===== src/rtl/tetris_drop_timer.sv =====
// Gravity scheduler: turns slow clock_b ticks into level-paced drop requests.
// Optional sticky overrun flag is built when DROP_OVERRUN_EN is defined.
module tetris_drop_timer #(
    parameter int BASE_INTERVAL = 10,
    parameter int MIN_INTERVAL  = 1,
    parameter int LEVEL_STEP    = 1,
    parameter int CNT_W         = 5
) (
    input  logic       CLOCK_50M,
    input  logic       reset,
    input  logic       clock_b,
    input  logic       start,
    input  logic       pause,
    input  logic       game_over,
    input  logic       soft_drop,
    input  logic [3:0] level,
    input  logic       drop_ack,
    output logic       drop_req,
    output logic       running,
    output logic       paused,
    output logic       overrun
);

    localparam int IW = CNT_W + 4;

    typedef enum logic [1:0] {
        S_IDLE  = 2'd0,
        S_RUN   = 2'd1,
        S_PAUSE = 2'd2
    } state_e;

    state_e          state_q, state_d;
    logic            sync1_q, sync2_q, prev_q;
    logic [CNT_W-1:0] tick_cnt_q, tick_cnt_d;
    logic            drop_req_q, drop_req_d;
    logic            running_q, running_d;
    logic            paused_q, paused_d;

    logic            tick;
    logic [IW-1:0]   base_w, min_w, dec_w, interval, cnt_inc;
    logic            expire;

    assign tick = sync2_q & ~prev_q;

    // Wide arithmetic so high levels clamp instead of wrapping.
    always_comb begin
        base_w  = IW'(BASE_INTERVAL);
        min_w   = IW'(MIN_INTERVAL);
        dec_w   = IW'(level) * IW'(LEVEL_STEP);
        cnt_inc = IW'(tick_cnt_q) + IW'(1);
        if (soft_drop || (dec_w >= base_w) || ((base_w - dec_w) < min_w)) begin
            interval = min_w;
        end else begin
            interval = base_w - dec_w;
        end
    end

    assign expire = (state_q == S_RUN) && tick && (cnt_inc >= interval);

    always_comb begin
        state_d    = state_q;
        tick_cnt_d = tick_cnt_q;
        drop_req_d = drop_req_q;

        // A simultaneous ack retires the old request while expiry raises a new one.
        if (expire) begin
            drop_req_d = 1'b1;
        end else if (drop_ack) begin
            drop_req_d = 1'b0;
        end

        if ((state_q == S_RUN) && tick) begin
            tick_cnt_d = expire ? '0 : tick_cnt_q + CNT_W'(1);
        end

        case (state_q)
            S_IDLE: begin
                if (start) begin
                    state_d    = S_RUN;
                    tick_cnt_d = '0;
                end
            end
            S_RUN:   if (pause) state_d = S_PAUSE;
            S_PAUSE: if (pause) state_d = S_RUN;
            default: state_d = S_IDLE;
        endcase

        if (game_over) begin
            state_d    = S_IDLE;
            tick_cnt_d = '0;
            drop_req_d = 1'b0;
        end

        running_d = (state_d == S_RUN);
        paused_d  = (state_d == S_PAUSE);
    end

    always_ff @(posedge CLOCK_50M) begin
        if (reset) begin
            state_q    <= S_IDLE;
            sync1_q    <= 1'b0;
            sync2_q    <= 1'b0;
            prev_q     <= 1'b0;
            tick_cnt_q <= '0;
            drop_req_q <= 1'b0;
            running_q  <= 1'b0;
            paused_q   <= 1'b0;
        end else begin
            state_q    <= state_d;
            sync1_q    <= clock_b;
            sync2_q    <= sync1_q;
            prev_q     <= sync2_q;
            tick_cnt_q <= tick_cnt_d;
            drop_req_q <= drop_req_d;
            running_q  <= running_d;
            paused_q   <= paused_d;
        end
    end

    assign drop_req = drop_req_q;
    assign running  = running_q;
    assign paused   = paused_q;

`ifdef DROP_OVERRUN_EN
    logic overrun_q, overrun_d;

    always_comb begin
        overrun_d = overrun_q;
        if (expire && drop_req_q && !drop_ack && !game_over) overrun_d = 1'b1;
        if ((state_q == S_IDLE) && start && !game_over)      overrun_d = 1'b0;
    end

    always_ff @(posedge CLOCK_50M) begin
        if (reset) overrun_q <= 1'b0;
        else       overrun_q <= overrun_d;
    end

    assign overrun = overrun_q;
`else
    assign overrun = 1'b0;
`endif

endmodule

===== config.mk =====
export PLATFORM = sky130hd
export DESIGN_NAME = tetris_drop_timer
export DESIGN_NICKNAME = d
export VERILOG_FILES = /design/src/rtl/tetris_drop_timer.sv
export SDC_FILE = /design/constraint.sdc
export NUM_CORES = 1
export LEC_CHECK = 0
export CORE_MARGIN = 5
export CORE_UTILIZATION = 45
export DETAILED_ROUTE_END_ITERATION = 7
export GPL_TIMING_DRIVEN = 1
export PLACE_DENSITY = 0.73
export SETUP_SLACK_MARGIN = 0.3
export SYNTH_ARGS = -nofsm -noshare
export SYNTH_HDL_FRONTEND = slang
export SYNTH_SLANG_ARGS = --single-unit

===== constraint.sdc =====
create_clock -name CLOCK_50M -period 2.4 [get_ports CLOCK_50M]
set_input_delay 0.48 -clock CLOCK_50M [delete_from_list [all_inputs] [get_ports CLOCK_50M]]
set_output_delay 0.48 -clock CLOCK_50M [all_outputs]
set_load 0.02 [all_outputs]

==> results of run 1 <==
-- cell type report --
type	instances	area, um^2
Fill cell	154	558
Multi-Input combinational cell	76	622
Inverter	4	27.5
Timing Repair Buffer	23	220
Clock buffer	4	26.3
Tap cell	25	31.3
Sequential cell	13	260
-- sequential cells by signal (all words and copies together), names as in the netlist --
register    flops
drop_req        1
running         1
tick_cnt_q      5
prev_q          1
sync1_q         1
paused          1
state_q         2
sync2_q         1
-- per-layer routing --
layer	routed length [um]	share of wire, %
met1	774	43
met2	822	46
met3	175	9.8
met4	21	1.2
met5	0	0
-- kinds of logic after synthesis --
family | count (synthesis) | synth area share [%]
AO/OA/AOI/OAI | 22 | 20.4
flip-flops | 13 | 30.9
buffers and inverters | 6 | 3.12
AND/OR/NAND/NOR | 38 | 25.0
adder cells (fa/ha/maj) | 10 | 14.9
XOR/XNOR | 4 | 4.16
other | 1 | 0.445
multiplexers | 1 | 1.19
-- cell usage in the layout (no fill, tap or decap), types with 3 or more instances in the layout --
| master | synthesis | final |
|---|---|---|
| nand3_1 | 4 | 4 |
| a21oi_2 | 0 | 3 |
| buf_4 | 1 | 8 |
| o211ai_1 | 3 | 3 |
| ha_1 | 10 | 8 |
| inv_1 | 4 | 3 |
| clkbuf_4 | 0 | 3 |
| a21oi_1 | 8 | 5 |
| nor2b_1 | 8 | 8 |
| clkdlybuf4s50_1 | 0 | 10 |
| nor2_1 | 6 | 5 |
| dfxtp_1 | 13 | 13 |
| nand2_1 | 7 | 6 |
-- synthesized netlist by cell type --
cell type	n
a41oi_2	1
nand3_1	4
nand4_1	2
buf_4	1
o211ai_1	3
a21o_1	1
or2_0	1
nor3b_1	2
o21ai_0	1
xnor2_1	2
inv_1	4
and2_1	1
nand4bb_1	1
and4b_1	1
o21ba_1	1
dfxtp_1	13
o2111ai_1	1
a211oi_2	1
nand2_1	7
and2b_1	1
nor3_1	2
a2111oi_0	2
buf_1	1
nand2b_1	1
o31ai_2	1
o21a_1	1
xor2_1	2
nor2_1	6
ha_1	10
conb_1	1
a2111o_1	1
a21oi_1	8
and3_1	1
mux2i_1	1
nor2b_1	8
-- power by group through the flow --
stage          sequential (mW)  clock (mW)  combinational (mW)
2_1_floorplan            0.228           0              0.0460
3_3_place_gp             0.227           0              0.0910
3_5_place_dp             0.227           0              0.0933
4_1_cts                  0.222       0.137               0.102
5_1_grt                  0.223       0.151               0.117
6_report                 0.222       0.134               0.108
-- timing repair --
item / CTS / global route
gates resized for setup: 18 / 11
setup endpoints to repair: 6 / 6
buffers inserted: 1 / 0
pin swaps: 16 / 11
-- critical path: cells and delay by family --
kind	cells	cell delay, ns
fa+ha+maj	1	0.31
buf+inv	2	0.62
compound gates	6	0.99
-- per-stage QoR --
stage,instance area [um^2],power [mW],TNS (ns)
2_1_floorplan,870,0.274,0
3_3_place_gp,1090,0.318,-3.99
3_5_place_dp,1090,0.321,-4.40
4_1_cts,1150,0.461,0
5_1_grt,1190,0.491,0
6_report,1190,0.464,0
-- worst max path at each step --
stage	from	endpoint	cells past startpoint	slack, ns
floorplan	level[0]	drop_req	12	0.06
global placement	level[0]	drop_req	12	-0.72
detailed placement	level[0]	drop_req	14	-0.77
CTS	level[0]	drop_req	12	0.08
global route	tick_cnt_q[0]	tick_cnt_q[3]	9	0.04
finish	soft_drop	drop_req	9	0.18
==> impl_metrics.tcl, run 1 <==
set metrics [dict create \
    drv_cap 0 \
    first_iter_violations 20 \
    cts_buffers 3 \
    rr_worst_depth 9 \
    antenna_found_initial 0 \
    synth_cells 95 \
    critical_path_class "in2reg" \
    regToRegEndpoint "drop_req" \
    p_seq_share_pct 47.9 \
    grt.total_usage_pct 14.4 \
    wirelength_mm 1.79 \
    slew_violations 0 \
    worstSetupStartpointType "primary input" \
    htree_levels 1 \
    place_ws_ns -0.770 \
    grt_first_pass_wirelength_mm 2.99 \
    hold_viol_final 0 \
    critPathMaxFanout 6 \
    r2r_start "tick_cnt_q[0]" \
    worstHoldStart "sync1_q" \
    outcome "finished clean" \
    stdcell_count 145 \
    cts_buffer_depth 2 \
    dr.pass1.iters 4 \
    fin_crit_sh_pct 92.6 \
    die_w_um 53.3 \
    worst_path_max_delay_cell "clkdlybuf4s50_1" \
    synth_cell_type_count 35 \
    p_comb_share_pct 23.3 \
    dieArea_um2 2840 \
    grtUsageMet3_pct 5.63 \
    pwr-share-clk_pct 28.8 \
    use_met1_pct 18.0 \
    pin_count 16 \
    nets 143 \
    seq_area_frac_synth_pct 30.9 \
    crit_path_cell_trace "clkdlybuf4s50_1 -> a2111o_1 -> ha_1 -> o21ai_2 -> a21oi_2 -> o31ai_2 -> buf_4 -> a21oi_2 -> o21ba_1" \
    via_per_inst 5.34 \
    skew_ns 0.00239 \
    avgSynthCellArea_um2 8.86 \
    detail-route-antenna-nets 0 \
    port_buffers 14 \
    antenna_cells 0 \
    rrSetupSlack_ns 0.22 \
    cts_hold_buf 0 \
    clock_latency_ns 0.28 \
    crit_required_ns 2.58 \
    gp_congestion 0.781 \
    clock_sinks 13 \
    hpwl_mm 1.37 \
    synth_top_cell_area_share_pct 30.9 \
    cp_data_arrival_time_ns 2.40 \
    setup_violations 0 \
    avgRoutedWirePerCell_um 12.4 \
    synth_top_area_cell "dfxtp_1" \
    rsz0062_at_grt "yes" \
    irDropWorstVdd_uv 305 \
    crit_path_end_kind "flip-flop" \
    power_density_nw_per_um2 391 \
    crit_top_cell "a21oi_2" \
    vias 774 \
    intPower_mw 0.342 \
    grt_busiest_layer "met2" \
    synth_fp_nets 117 \
    whs_ns 0.442 \
    p_sw_mw 0.122 \
    dpl.cell_count 140 \
    drc 0 \
    cts_tree "yes" \
    worst_path_largest_cell_delay_ns 0.44 \
    grtUsageMet2_pct 23.5 \
    p_leak_nw 0.484 \
    grt_pass1_vias 682 \
    hold_class "reg2reg" \
    synth_seq_cells 13 \
    synthesis.area_um2 842 \
    cts_root_buf "clkbuf_4" \
    core_area_um2 1750 \
    start_util_pct 48.2 \
    grt_max_degree 11 \
    synth_area_leaders "dfxtp_1 (31%), ha_1 (15%), nor2b_1 (5.9%)" \
    fmax_mhz 450 \
    swShare_pct 26.3 \
    area_growth_pct 41.0 \
    fin_crit_ns 2.22 \
    grt-ovfl-total 0 \
    clk_pin_slew_ns 0.08 \
    hold_end "sync2_q" \
    setup_slack_ns 0.178 \
    core.rowCount 15 \
    yosys_warnings 0 \
    whs_path_depth 1 \
    utilization_pct 68.0 \
    die_h_um 53.3 \
    drive_gt1_share_pct 23.3 \
]
No activity file was read; power rests on OpenSTA's default activity.
==> run 2, diff against run 1 <==
GPL_TIMING_DRIVEN = not set   (was 1)
PLACE_DENSITY = 0.81   (was 0.73)
==> run 2 against run 1 <==
Against the previous run: worst setup slack worse by 0.044 ns; sequential power hardly changed; count of clock-buffer cells in the layout stayed put; final cell count is 0.69% higher; critical path depth is 4 higher; cell area is 0.95% lower; core utilization is 0.65 points lower; worst hold slack better by 0.0035 ns; sequential cell count stayed put; largest cell class unchanged.
==> impl_metrics.tcl, run 2 (synthesis results as in run 1) <==
set metrics [dict create \
    hold_viol_final 0 \
    fmax_mhz 441 \
    power_density_nw_per_um2 387 \
    worstSetupStartpoint "level[0]" \
    core_area_um2 1750 \
    r2r_start "tick_cnt_q[0]" \
    cts_buffer_depth 2 \
    die_h_um 53.3 \
    via_per_inst 5.18 \
    cp_data_arrival_time_ns 2.47 \
    hpwl_mm 1.44 \
    critical_path_class "in2reg" \
    fin_crit_ns 2.27 \
    largest_reg_flops 5 \
    nets 144 \
    fin_tns_setup_ns 0 \
    start_util_pct 48.2 \
    grt.total_usage_pct 15.3 \
    regToRegEndpoint "tick_cnt_q[1]" \
    outcome "finished clean" \
    antenna_cells 0 \
    crit_path_end_kind "flip-flop" \
    clk_pin_slew_ns 0.07 \
    clock_sinks 13 \
    rsz0062_at_grt "yes" \
    largestRegisters "tick_cnt_q: 5 flops, state_q: 2 flops" \
    avgRoutedWirePerCell_um 12.3 \
    whs_ns 0.445 \
    top_register "tick_cnt_q" \
    slew_violations 0 \
    grt_pass1_vias 759 \
    grt_max_degree 11 \
    gp_congestion 0.747 \
    hold_class "reg2reg" \
    fillers 142 \
    die_w_um 53.3 \
    detail-route-antenna-nets 0 \
    cts_root_buf "clkbuf_4" \
    critPathMaxFanout 6 \
    port_buffers 14 \
    final_cell_mix "dfxtp_1 (13), clkdlybuf4s50_1 (10), ha_1 (9), buf_4 (9), nor2b_1 (8)" \
    cp-endpoint "tick_cnt_q[1]" \
    pin_count 16 \
    drc 0 \
    fin_crit_sh_pct 94.4 \
    cts_tree "yes" \
    skew_ns 0.00597 \
    vias 757 \
    drive_gt1_share_pct 20.7 \
    irDropWorstVdd_uv 443 \
    wirelength_mm 1.80 \
    setup_violations 0 \
    grt_first_pass_wirelength_mm 3.21 \
    worstSetupStartpointType "primary input" \
    rr_worst_depth 9 \
    cts_buffers 3 \
    drv_cap 0 \
    dr.pass1.iters 4 \
    p_leak_nw 0.486 \
    clock_latency_ns 0.27 \
    utilization_pct 67.4 \
    dieArea_um2 2840 \
    core.rowCount 15 \
    place_ws_ns -0.723 \
    mostFrequentLayoutCell "dfxtp_1" \
    rrSetupSlack_ns 0.28 \
    grt-ovfl-total 0 \
    setup_slack_ns 0.134 \
    power_mw 0.455 \
    area_growth_pct 39.7 \
    htree_levels 1 \
    worstHoldStart "sync1_q" \
    crit_required_ns 2.60 \
    antenna_found_initial 0 \
    first_iter_violations 11 \
]
run 2: where the power goes:
part | leakage (nW) | internal [mW] | switching (mW)
Sequential | 0.106 | 0.220 | 0.00256
Combinational | 0.366 | 0.0578 | 0.0474
Clock | 0.0150 | 0.0643 | 0.0633
run 2: area by class of cell:
class | count | area (um^2) | area share (%)
repair buffers | 24 | 233 | 19.8
flip-flops and latches | 13 | 260 | 22.1
clock buffers | 4 | 26.3 | 2.23
inverters | 4 | 27.5 | 2.34
multi-input cells | 76 | 598 | 50.9
well taps | 25 | 31.3 | 2.66
run 2: per-layer routing:
metal,GRT usage (%),wire [um],vias to the layer above
met5,0,0,-
met4,2.55,0,0
met3,5.35,127,0
met2,28.6,892,22
met1,16.5,781,341
li1,-,-,394
run 2: critical path, stage by stage:
cell       delay, ns
buf_12          0.09
inv_12          0.03
ha_4            0.14
a211oi_2        0.17
buf_4           0.14
buf_4           0.09
o2111ai_1       0.18
ha_1            0.41
o21a_1          0.21
o31ai_2         0.06
buf_4           0.17
nand4_1         0.14
a21oi_2         0.16
run 2: repair_timing:
item	in CTS	in global routing
hold buffers	0	0
buffers inserted	2	0
pin swaps	10	13
endpoints found under the setup margin	6	6
resized for setup	19	5
run 2: stage by stage:
step / cells / cell area, um^2
3_3_place_gp: 140 / 1090
5_1_grt: 146 / 1180
3_5_place_dp: 140 / 1090
6_report: 146 / 1180
4_1_cts: 146 / 1160
2_1_floorplan: 95 / 870
run 2: worst min path at each step:
stage                         end  depth (start not counted)  slack (ns)
after CTS                 sync2_q                          1        0.45
after global placement    sync2_q                          1        0.42
after floorplan           sync2_q                          1        0.41
after global routing      sync2_q                          1        0.46
after detailed placement  sync2_q                          1        0.43
final                     sync2_q                          1        0.45
==> run 3, diff against run 2 <==
CORE_UTILIZATION = 50   (was 45)
PLACE_DENSITY = 0.85   (was 0.81)
clock period = 2.45 ns   (was 2.4 ns; I/O delays follow)
==> run 3 against run 2 <==
Against the previous run: clock power about the same; final cell count decreased by 4.8%; clock skew decreased by 0.0056 ns; global-route usage increased by 0.23 points; cell area increased by 1.9%; worst hold slack improved by 0.0065 ns; routed wire length increased by 5.2%; first-iteration DRC count decreased by 82%; sequential power decreased by 2%; count of clock-buffer cells in the layout unchanged; die area decreased by 8.2%; largest cell class unchanged; largest power group unchanged.
==> impl_metrics.tcl, run 3 (synthesis results as in run 1) <==
set metrics [dict create \
    hold_class "reg2reg" \
    drv_cap 0 \
    htree_levels 1 \
    utilization_pct 76.9 \
    dr.pass1.iters 3 \
    slew_violations 0 \
    setup_slack_ns 0.0831 \
    cp_data_arrival_time_ns 2.58 \
    intPower_mw 0.339 \
    rsz0062_at_grt "yes" \
    p_sw_mw 0.120 \
    grt_first_pass_wirelength_mm 3.13 \
    irDropWorstVdd_uv 427 \
    outcome "finished clean" \
    p_leak_nw 0.484 \
    hpwl_mm 1.41 \
    cts_hold_buf 0 \
    largestRegisters "tick_cnt_q: 5 flops, state_q: 2 flops" \
    p_seq_share_pct 47.6 \
    die_w_um 51.0 \
    drive_gt1_share_pct 25.2 \
    fmax_mhz 422 \
    grt_pass1_vias 771 \
    place_ws_ns -0.655 \
    critical_path_class "in2reg" \
    crit_family "compound AO/OA/AOI/OAI gates" \
    worst_path_max_delay_cell "o31ai_2" \
    gp_congestion 0.831 \
    nets 146 \
    mostFrequentLayoutCell "dfxtp_1" \
    crit_path_end_kind "flip-flop" \
    pwr-share-clk_pct 27.9 \
    antenna_cells 0 \
    dieArea_um2 2600 \
    grt_max_degree 11 \
    hold_viol_final 0 \
    cts_tree "yes" \
    dpl_cell_area_um2 1090 \
    detail-route-antenna-nets 0 \
    core_area_um2 1560 \
    worstSetupStartpointType "primary input" \
    crit_path_cell_trace "buf_6 -> buf_6 -> buf_4 -> a211oi_2 -> and2b_1 -> nor2_4 -> nand2_2 -> ha_4 -> o21ai_2 -> a21oi_1 -> o31ai_2 -> buf_4 -> o211ai_1 -> a21oi_1" \
    drc 0 \
    cts_root_buf "clkbuf_4" \
    fin_crit_ns 2.37 \
    start_util_pct 54.0 \
    final_area_um2 1200 \
    power_density_nw_per_um2 382 \
    final_cell_mix "dfxtp_1 (13), clkdlybuf4s50_1 (11), buf_4 (11)" \
    grt.total_usage_pct 15.6 \
    pin_count 16 \
    cts_buffer_depth 2 \
    antenna_found_initial 0 \
    critPathMaxFanout 5 \
    cp_num_buf_inv 4 \
    clk_pin_slew_ns 0.07 \
    clock_latency_ns 0.27 \
    via_per_inst 5.63 \
    rrSetupSlack_ns 0.30 \
    crit_required_ns 2.66 \
    grt-ovfl-total 0 \
    avgRoutedWirePerCell_um 13.6 \
    first_iter_violations 2 \
    swShare_pct 26.1 \
    p_comb_share_pct 24.5 \
    vias 783 \
    largest_reg_flops 5 \
    setup_violations 0 \
    clock_sinks 13 \
    area_growth_pct 42.3 \
    worst_path_largest_cell_delay_ns 0.27 \
    die_h_um 51.0 \
    top_register "tick_cnt_q" \
    wirelength_mm 1.90 \
    skew_ns 0.000417 \
    cts_buffers 3 \
    port_buffers 14 \
    fin_crit_sh_pct 96.6 \
    core.rowCount 14 \
    fillers 101 \
]
[run 3: cell types whose count changed in the layout (fill, tap and decap cells not counted), moves of 2 or more]
cell and change:
ha_1 -3, ha_4 +2, a21oi_1 +2, buf_4 +2, a21oi_2 -2
[run 3: through the flow]
| step | std cells | setup TNS, ns | power (mW) | hold WS, ns |
|---|---|---|---|---|
| final | 139 | 0 | 0.458 | 0.452 |
| after global routing | 139 | -0.0982 | 0.483 | 0.473 |
| after CTS | 139 | 0 | 0.454 | 0.458 |
| after detailed placement | 132 | -3.82 | 0.316 | 0.440 |
| after global placement | 132 | -3.30 | 0.313 | 0.417 |
| after floorplan | 95 | 0 | 0.269 | 0.414 |
[run 3: final timing paths]
check	end	depth (start not counted)	startpoint
hold / removal	sync2_q	1	sync1_q
hold reg to reg	sync2_q	1	sync1_q
setup reg to reg	tick_cnt_q[3]	9	tick_cnt_q[0]
setup / recovery	tick_cnt_q[3]	14	level[0]
[run 3: cell type report]
| type | count | area [um^2] | area share [%] |
|---|---|---|---|
| multi-input combinational | 76 | 636 | 53.0 |
| sequential | 13 | 260 | 21.7 |
| timing repair buffer | 26 | 229 | 19.1 |
| inverter | 4 | 27.5 | 2.30 |
| clock buffer | 4 | 26.3 | 2.19 |
| tap | 16 | 20.0 | 1.67 |
[run 3: routing by layer]
metal,wire [um],track usage (%)
met5,0,0
met4,26,4.04
met1,845,17.6
met2,915,26.8
met3,109,6.69
[run 3: what timing repair did]
action | 4_1_cts | 5_1_grt
buffers inserted | 3 | 0
pin swaps | 12 | 8
setup endpoints to repair | 6 | 6
resized for setup | 13 | 8
[run 3: worst register-to-register path, cell delays in order, from the launching register on]
cell      delay, ns
dfxtp_1        0.43
ha_1           0.26
xor2_1         0.29
ha_4           0.26
o21ai_2        0.10
a21oi_1        0.05
o31ai_2        0.27
buf_4          0.19
o211ai_1       0.08
a21oi_1        0.15
[run 3: power groups by stage]
stage | registers [mW] | clock network [mW] | logic (mW)
6_report | 0.218 | 0.128 | 0.112
5_1_grt | 0.218 | 0.143 | 0.121
4_1_cts | 0.218 | 0.132 | 0.104
3_5_place_dp | 0.223 | 0 | 0.0935
3_3_place_gp | 0.223 | 0 | 0.0903
2_1_floorplan | 0.224 | 0 | 0.0451
